$ cat config.mk
export PLATFORM = sky130hd
export DESIGN_NAME = multicycle_controller
export DESIGN_NICKNAME = d
export VERILOG_FILES = /design/src/rtl/multicycle_controller.sv
export SDC_FILE = /design/constraint.sdc
export NUM_CORES = 1
export LEC_CHECK = 0
export ABC_AREA = 1
export CAP_MARGIN = 10
export CORE_AREA = 10 10 83 85
export DETAILED_ROUTE_END_ITERATION = 12
export DIE_AREA = 0 0 93 95
export PLACE_DENSITY = 0.78
export REMOVE_ABC_BUFFERS = 1
export SETUP_SLACK_MARGIN = 0.15
export SLEW_MARGIN = 40
export SYNTH_ARGS = -nofsm -noshare
export SYNTH_HDL_FRONTEND = slang
export SYNTH_SLANG_ARGS = --single-unit
$ cat constraint.sdc
create_clock -name clk -period 1.6 [get_ports clk]
set_input_delay 0.32 -clock clk [delete_from_list [all_inputs] [get_ports clk]]
set_output_delay 0.32 -clock clk [all_outputs]
set_load 0.01 [all_outputs]
$ cat src/rtl/multicycle_controller.sv
`timescale 1ns/1ps
// multicycle_controller
//   Multi-cycle control sequencer. Steps each instruction through
//   FETCH/DECODE/EXEC/MEM/WB and drives one state's control strobes at a time.
//   It waits on a variable-latency data memory, with a bounded timeout that
//   ends in a sticky FAULT. It also keeps a saturating count of retired
//   instructions.
// Ports
//   clk, rst_n          clock, asynchronous active-low reset
//   start               leaves IDLE/HALT into FETCH
//   typ, op             instruction type bit and opcode, captured in FETCH
//   mem_ack             data memory completion, only honoured in MEM
//   ir_load, pc_en      instruction register load, PC advance
//   br_ctrl             branch select
//   regwrite_ctrl       register file write
//   aluop_ctrl          ALU operation
//   mem_req             data memory request
//   memwrite_ctrl       data memory write
//   accdata_ctrl        accumulator source (00 imm, 01 mem, 10 reg, 11 ALU)
//   accwrite_ctrl       accumulator write
//   busy, done, err     executing / halted / faulted status
//   retired             saturating retired-instruction count
module multicycle_controller #(
    parameter int unsigned ALUOP_W     = 3,
    parameter int unsigned CNT_W       = 16,
    parameter int unsigned MEM_TIMEOUT = 15
) (
    input  logic               clk,
    input  logic               rst_n,
    input  logic               start,
    input  logic               typ,
    input  logic [3:0]         op,
    input  logic               mem_ack,
    output logic               ir_load,
    output logic               pc_en,
    output logic               br_ctrl,
    output logic               regwrite_ctrl,
    output logic [ALUOP_W-1:0] aluop_ctrl,
    output logic               mem_req,
    output logic               memwrite_ctrl,
    output logic [1:0]         accdata_ctrl,
    output logic               accwrite_ctrl,
    output logic               busy,
    output logic               done,
    output logic               err,
    output logic [CNT_W-1:0]   retired
);

    localparam int unsigned TO_W   = $clog2(MEM_TIMEOUT + 1);
    localparam int unsigned INSN_W = 5;

    localparam logic [3:0] OP_STORE = 4'd0;
    localparam logic [3:0] OP_LB    = 4'd1;
    localparam logic [3:0] OP_SB    = 4'd2;
    localparam logic [3:0] OP_PUT   = 4'd3;
    localparam logic [3:0] OP_BTR   = 4'd4;
    localparam logic [3:0] OP_JMP   = 4'd5;
    localparam logic [3:0] OP_ADD   = 4'd6;
    localparam logic [3:0] OP_GTR   = 4'd13;
    localparam logic [3:0] OP_HALT  = 4'd15;

    typedef enum logic [2:0] {
        S_IDLE,
        S_FETCH,
        S_DECODE,
        S_EXEC,
        S_MEM,
        S_WB,
        S_HALT,
        S_FAULT
    } state_e;

    state_e              state_q, state_d;
    logic [INSN_W-1:0]   insn_q, insn_d;       // {typ, op} captured in FETCH
    logic [TO_W-1:0]     tmo_q, tmo_d;
    logic [CNT_W-1:0]    retired_q, retired_d;
    logic                retire;

    logic                ir_load_q, ir_load_d;
    logic                pc_en_q, pc_en_d;
    logic                br_q, br_d;
    logic                regw_q, regw_d;
    logic [ALUOP_W-1:0]  aluop_q, aluop_d;
    logic                mem_req_q, mem_req_d;
    logic                memw_q, memw_d;
    logic [1:0]          accdata_q, accdata_d;
    logic                accw_q, accw_d;
    logic                busy_q, busy_d;
    logic                done_q, done_d;
    logic                err_q, err_d;
    logic                sb_done_c;

    // State, captured instruction, timeout, counter and registered strobes
    always_ff @(posedge clk or negedge rst_n) begin
        if (!rst_n) begin
            state_q   <= S_IDLE;
            insn_q    <= '0;
            tmo_q     <= '0;
            retired_q <= '0;
            ir_load_q <= 1'b0;
            pc_en_q   <= 1'b0;
            br_q      <= 1'b0;
            regw_q    <= 1'b0;
            aluop_q   <= '0;
            mem_req_q <= 1'b0;
            memw_q    <= 1'b0;
            accdata_q <= 2'b00;
            accw_q    <= 1'b0;
            busy_q    <= 1'b0;
            done_q    <= 1'b0;
            err_q     <= 1'b0;
        end else begin
            state_q   <= state_d;
            insn_q    <= insn_d;
            tmo_q     <= tmo_d;
            retired_q <= retired_d;
            ir_load_q <= ir_load_d;
            pc_en_q   <= pc_en_d;
            br_q      <= br_d;
            regw_q    <= regw_d;
            aluop_q   <= aluop_d;
            mem_req_q <= mem_req_d;
            memw_q    <= memw_d;
            accdata_q <= accdata_d;
            accw_q    <= accw_d;
            busy_q    <= busy_d;
            done_q    <= done_d;
            err_q     <= err_d;
        end
    end

    // Next state, then strobes decoded from the next state so the registered
    // outputs line up with the state they belong to
    always_comb begin
        state_d   = state_q;
        insn_d    = insn_q;
        tmo_d     = tmo_q;
        retire    = 1'b0;
        ir_load_d = 1'b0;
        pc_en_d   = 1'b0;
        br_d      = 1'b0;
        regw_d    = 1'b0;
        aluop_d   = '0;
        mem_req_d = 1'b0;
        memw_d    = 1'b0;
        accdata_d = 2'b00;
        accw_d    = 1'b0;
        busy_d    = 1'b0;
        done_d    = 1'b0;
        err_d     = 1'b0;

        unique case (state_q)
            S_IDLE: begin
                if (start) state_d = S_FETCH;
            end
            S_FETCH: begin
                insn_d  = {typ, op};
                state_d = S_DECODE;
            end
            S_DECODE: begin
                if (insn_q[4]) begin
                    state_d = S_EXEC;
                end else if (insn_q[3:0] == OP_LB || insn_q[3:0] == OP_SB) begin
                    state_d = S_MEM;
                end else if (insn_q[3:0] == OP_HALT) begin
                    state_d = S_HALT;
                    retire  = 1'b1;
                end else begin
                    state_d = S_EXEC;
                end
            end
            S_EXEC: begin
                retire  = 1'b1;
                state_d = S_FETCH;
            end
            S_MEM: begin
                // An ack arriving on the final allowed cycle still completes
                if (mem_ack) begin
                    tmo_d = '0;
                    if (insn_q[3:0] == OP_LB) begin
                        state_d = S_WB;
                    end else begin
                        retire  = 1'b1;
                        state_d = S_FETCH;
                    end
                end else if (tmo_q == TO_W'(MEM_TIMEOUT - 1)) begin
                    tmo_d   = '0;
                    state_d = S_FAULT;
                end else begin
                    tmo_d = tmo_q + TO_W'(1);
                end
            end
            S_WB: begin
                retire  = 1'b1;
                state_d = S_FETCH;
            end
            S_HALT: begin
                if (start) state_d = S_FETCH;
            end
            S_FAULT: begin
                state_d = S_FAULT;
            end
            default: begin
                state_d = S_IDLE;
            end
        endcase

        unique case (state_d)
            S_FETCH: begin
                ir_load_d = 1'b1;
                busy_d    = 1'b1;
            end
            S_DECODE: begin
                busy_d = 1'b1;
            end
            S_EXEC: begin
                busy_d  = 1'b1;
                pc_en_d = 1'b1;
                if (insn_d[4]) begin
                    accw_d    = 1'b1;
                    accdata_d = 2'b00;
                end else if (insn_d[3:0] == OP_STORE) begin
                    regw_d = 1'b1;
                end else if (insn_d[3:0] == OP_PUT) begin
                    accw_d    = 1'b1;
                    accdata_d = 2'b10;
                end else if (insn_d[3:0] == OP_BTR || insn_d[3:0] == OP_JMP) begin
                    br_d = 1'b1;
                end else if (insn_d[3:0] >= OP_ADD && insn_d[3:0] <= OP_GTR) begin
                    // ALU opcodes are contiguous, so the ALU code is the offset from ADD
                    aluop_d   = ALUOP_W'(3'(insn_d[3:0] - OP_ADD));
                    accw_d    = 1'b1;
                    accdata_d = 2'b11;
                end
            end
            S_MEM: begin
                busy_d    = 1'b1;
                mem_req_d = 1'b1;
                memw_d    = (insn_d[3:0] == OP_SB);
            end
            S_WB: begin
                busy_d    = 1'b1;
                pc_en_d   = 1'b1;
                accw_d    = 1'b1;
                accdata_d = 2'b01;
            end
            S_HALT:  done_d = 1'b1;
            S_FAULT: err_d  = 1'b1;
            default: ;
        endcase

        retired_d = (retire && retired_q != '1) ? retired_q + CNT_W'(1) : retired_q;
    end

    // SB retires in its ack cycle, so its PC advance follows mem_ack directly
    assign sb_done_c = (state_q == S_MEM) && (insn_q[3:0] == OP_SB) && mem_ack;

    assign ir_load       = ir_load_q;
    assign pc_en         = pc_en_q | sb_done_c;
    assign br_ctrl       = br_q;
    assign regwrite_ctrl = regw_q;
    assign aluop_ctrl    = aluop_q;
    assign mem_req       = mem_req_q;
    assign memwrite_ctrl = memw_q;
    assign accdata_ctrl  = accdata_q;
    assign accwrite_ctrl = accw_q;
    assign busy          = busy_q;
    assign done          = done_q;
    assign err           = err_q;
    assign retired       = retired_q;

endmodule

==> results.txt <==
Asr flop ratio synth -> 1.00
Switching portion of total power -> 0.225
Maximum fanout along the worst path -> 5
Filler Cells Inserted -> 363
Power share of the combinational group -> 0.030
Dpl hpwl -> 4.40 mm
Worst-case headroom to the max-slew limit -> 0.725
Biggest area contributors in the synthesized netlist -> dfrtp_1, nand2_1, nand3_1
Total Die Area -> 8840 sq um
Violation count after the first detailed-route iteration -> 155
Final worst-path setup slack -> -0.0541 ns
Cell-by-cell listing of the critical path -> buf_4, nor2_1, nand2_2, nand3_2, nand3_4, nand2_4, inv_8, buf_12, nand2_1, nand2_2
Mean instance size in the synthesized netlist -> 7.98 sq um
Maximum Capacitance Violations -> 0
Top delay family on crit path -> simple AND/OR/NAND/NOR gates
Clock buffers created by TritonCTS -> 5
Register clock-pin slew on the reported worst setup and hold paths -> 0.08 ns
Final cycle utilization of the critical path -> 1.03
Wire length after detailed routing -> 7.71 mm
CTS H-tree lvls -> 2
Max clock buf depth -> 2
GRT Residual Overflow -> 0
CORE AREA -> 5340 sq um
Yosys reg bits -> 43
Initial antenna violation count -> 0
I/O pin count -> 40
Endpoint required time on the critical path -> 1.79 ns
Number of enable flip-flop cells after synthesis -> 0
Number of max-slew violations in the final report -> 0
Area occupied by multi-input gates -> 1430 sq um
Global routing met3 resource utilization -> 0.0547
Final count of negative-setup-slack endpoints -> 8
Final critical-path required period -> 1.65 ns
Internal reg-to-reg setup slack -> -0.05 ns
Leakage -> 1.85 nW
Clock tree from TritonCTS -> yes
Status -> finished with violations
Arrival time of the worst setup path -> 1.84 ns
Crit path max-delay cell type -> dfrtp_1
Critical path class -> reg2reg
Signed area change from the synthesized netlist to the final layout -> 62.4%
RSZ-0062 raised after global routing -> true
Critical path's most frequent cell -> nand2_2
Routed via count -> 2523
Achievable Freq -> 0.605 GHz
Busiest layer in global routing -> met2
Bufs and invs on worst path -> 3
Clk sinks -> 43
Psw -> 410 uW
Cell Int Power -> 1.41 mW
Diode insertion count for antenna repair -> 0
Placement row count -> 27
Number of warnings reported in the yosys synthesis log -> 0
Share of the synthesized area in the top cell type -> 0.462
Count leader, synth -> nand2_1
Worst flop-to-flop path startpoint -> insn_q[1]$_DFF_PN0_
Root Buffer Master -> clkbuf_8
Failing checks -> negative setup slack
Post-layout nets -> 408
Final Util -> 0.709
Die extent in x -> 93 microns
Met1 global-route usage -> 0.177
Type of origin of the critical path -> flip-flop
Min-delay worst type -> in2async
Number of design rule violations left after detail routing -> 0
Worst-Skew Late Latency -> 0.30 ns
Count of final hold-check violations -> 0
Clock network fraction of design power -> 0.375
Port buffer count -> 39
Worst-case reg-to-reg path depth -> 10
Main flop type after synthesis -> dfrtp_1
Antenna violation net count after detailed routing -> 0
Instance count of the mapped netlist -> 292
Fraction of layout instances using a drive strength above 1 -> 0.443
Average wire length per cell after detail routing -> 16.4 microns
Post-synthesis cell area -> 2330 sq um
Worst hold slack -> 0.487 ns
Length of the first detailed-routing pass in iterations -> 5
Sequential cell area fraction in the yosys report -> 0.462
Reg area -> 1080 sq um
Largest incremental delay on the critical path -> 0.39 ns
Largest net degree at the start of global routing -> 19
Total routing usage reported by global routing -> 0.159
Met2 demand-to-capacity share in global routing -> 0.272
Via count of the first global-routing pass -> 2520
Endpoint of the lowest-slack register-to-register path -> retired[12]$_DFFE_PN0P_
Portion of total power attributed to sequential cells -> 0.595
Max rail drop VDD -> 681 uV
Starting utilization of the core area -> 0.437
Global-route wire length before repair -> 11.5 mm
RePlAce Congestion -> 0.893
Final setup skew -> 0.00791 ns
Biggest area consumer among synthesized cells -> dfrtp_1
Power per Cell Area -> 482 nW/um^2
Vias per cell -> 5.38
Critical path capture point type -> flip-flop
Overall die height -> 95 microns
Most frequent cells after synthesis -> nand2_1, dfrtp_1, nand3_1
Worst slew pin tran -> 0.413 ns
Total power of the final layout -> 1.82 mW
Number of distinct library cell variants in the gate-level netlist after synthesis -> 28
## worst max-delay path by stage
stage | from | end | slack (ns) | cells past startpoint
after floorplan | retired[0]$_DFFE_PN0P_ | retired[2]$_DFFE_PN0P_ | -0.08 | 8
after CTS | state_q[0]$_DFF_PN0_ | pc_en | 0.005 | 6
after global placement | mem_ack | pc_en | -0.24 | 4
after global routing | insn_q[1]$_DFF_PN0_ | memwrite_ctrl$_DFF_PN0_ | -0.16 | 10
final | insn_q[1]$_DFF_PN0_ | retired[12]$_DFFE_PN0P_ | -0.05 | 10
after detailed placement | mem_ack | pc_en | -0.25 | 4
## metrics by stage
step	worst slack, ns	instance area, sq um	TNS (ns)	std cells
final	-0.0541	3790	-0.134	469
after global routing	-0.163	3790	-2.05	469
after CTS	0.00485	3520	0	462
after detailed placement	-0.247	3070	-1.64	437
after global placement	-0.240	3070	-1.24	437
after floorplan	-0.0780	2270	-0.837	286
## repair_timing
item	in CTS	in global routing
gates resized for setup	115	62
hold endpoints to repair	16	0
hold buffers	1	0
setup buffers	14	6
pin swaps	33	29
setup endpoints to repair	62	41
cloned	2	1
## power groups by stage
| stage | Sequential (mW) | Clock (mW) | Combinational, mW |
|---|---|---|---|
| 4_1_cts | 1.09 | 0.694 | 0.0544 |
| 2_1_floorplan | 1.11 | 0 | 0.00314 |
| 5_1_grt | 1.09 | 0.736 | 0.0607 |
| 3_3_place_gp | 1.11 | 0 | 0.0503 |
| 3_5_place_dp | 1.11 | 0 | 0.0514 |
| 6_report | 1.09 | 0.684 | 0.0549 |
## sequential cells by signal, summed over array words and instances (netlist names), 2 cells and up
name and cells:
insn_q 5, retired 16, accdata_ctrl 2, aluop_ctrl 3, state_q 3, tmo_q 4
## per-layer routing
layer / vias to the layer above / wire [microns]
met5: - / 0
met4: 0 / 244
met3: 33 / 560
met2: 139 / 3940
met1: 1204 / 2960
li1: 1147 / -
## cell families after synthesis
logic type	synth area share
XOR/XNOR	0.0488
AO/OA/AOI/OAI	0.0564
adder cells (fa/ha/maj)	0.0161
AND/OR/NAND/NOR	0.330
flip-flops	0.462
buffers and inverters	0.0875
## cell usage in the layout (no fill, tap or decap), types with 6 or more instances in the layout
| cell type | instances |
|---|---|
| clkdlybuf4s50_1 | 7 |
| nand3_1 | 18 |
| nor2_1 | 18 |
| nand3_2 | 12 |
| inv_2 | 9 |
| buf_4 | 45 |
| o21ai_1 | 6 |
| buf_6 | 13 |
| o21ai_2 | 9 |
| nand2_4 | 9 |
| xor2_1 | 9 |
| nor2_4 | 8 |
| nand2_2 | 29 |
| dfrtp_1 | 43 |
| dlygate4sd2_1 | 23 |
| nor3_2 | 6 |
| clkdlybuf4s15_1 | 6 |
| nand2_1 | 45 |
| inv_1 | 21 |
## final cells by class
cell class,count,area share
flip-flops and latches,43,0.284
multi-input cells,208,0.379
clock inverters,2,0.00330
repair buffers,102,0.247
inverters,36,0.0443
clock buffers,6,0.0192
well taps,72,0.0238
Note: power is estimated with default switching activity, not from simulation.
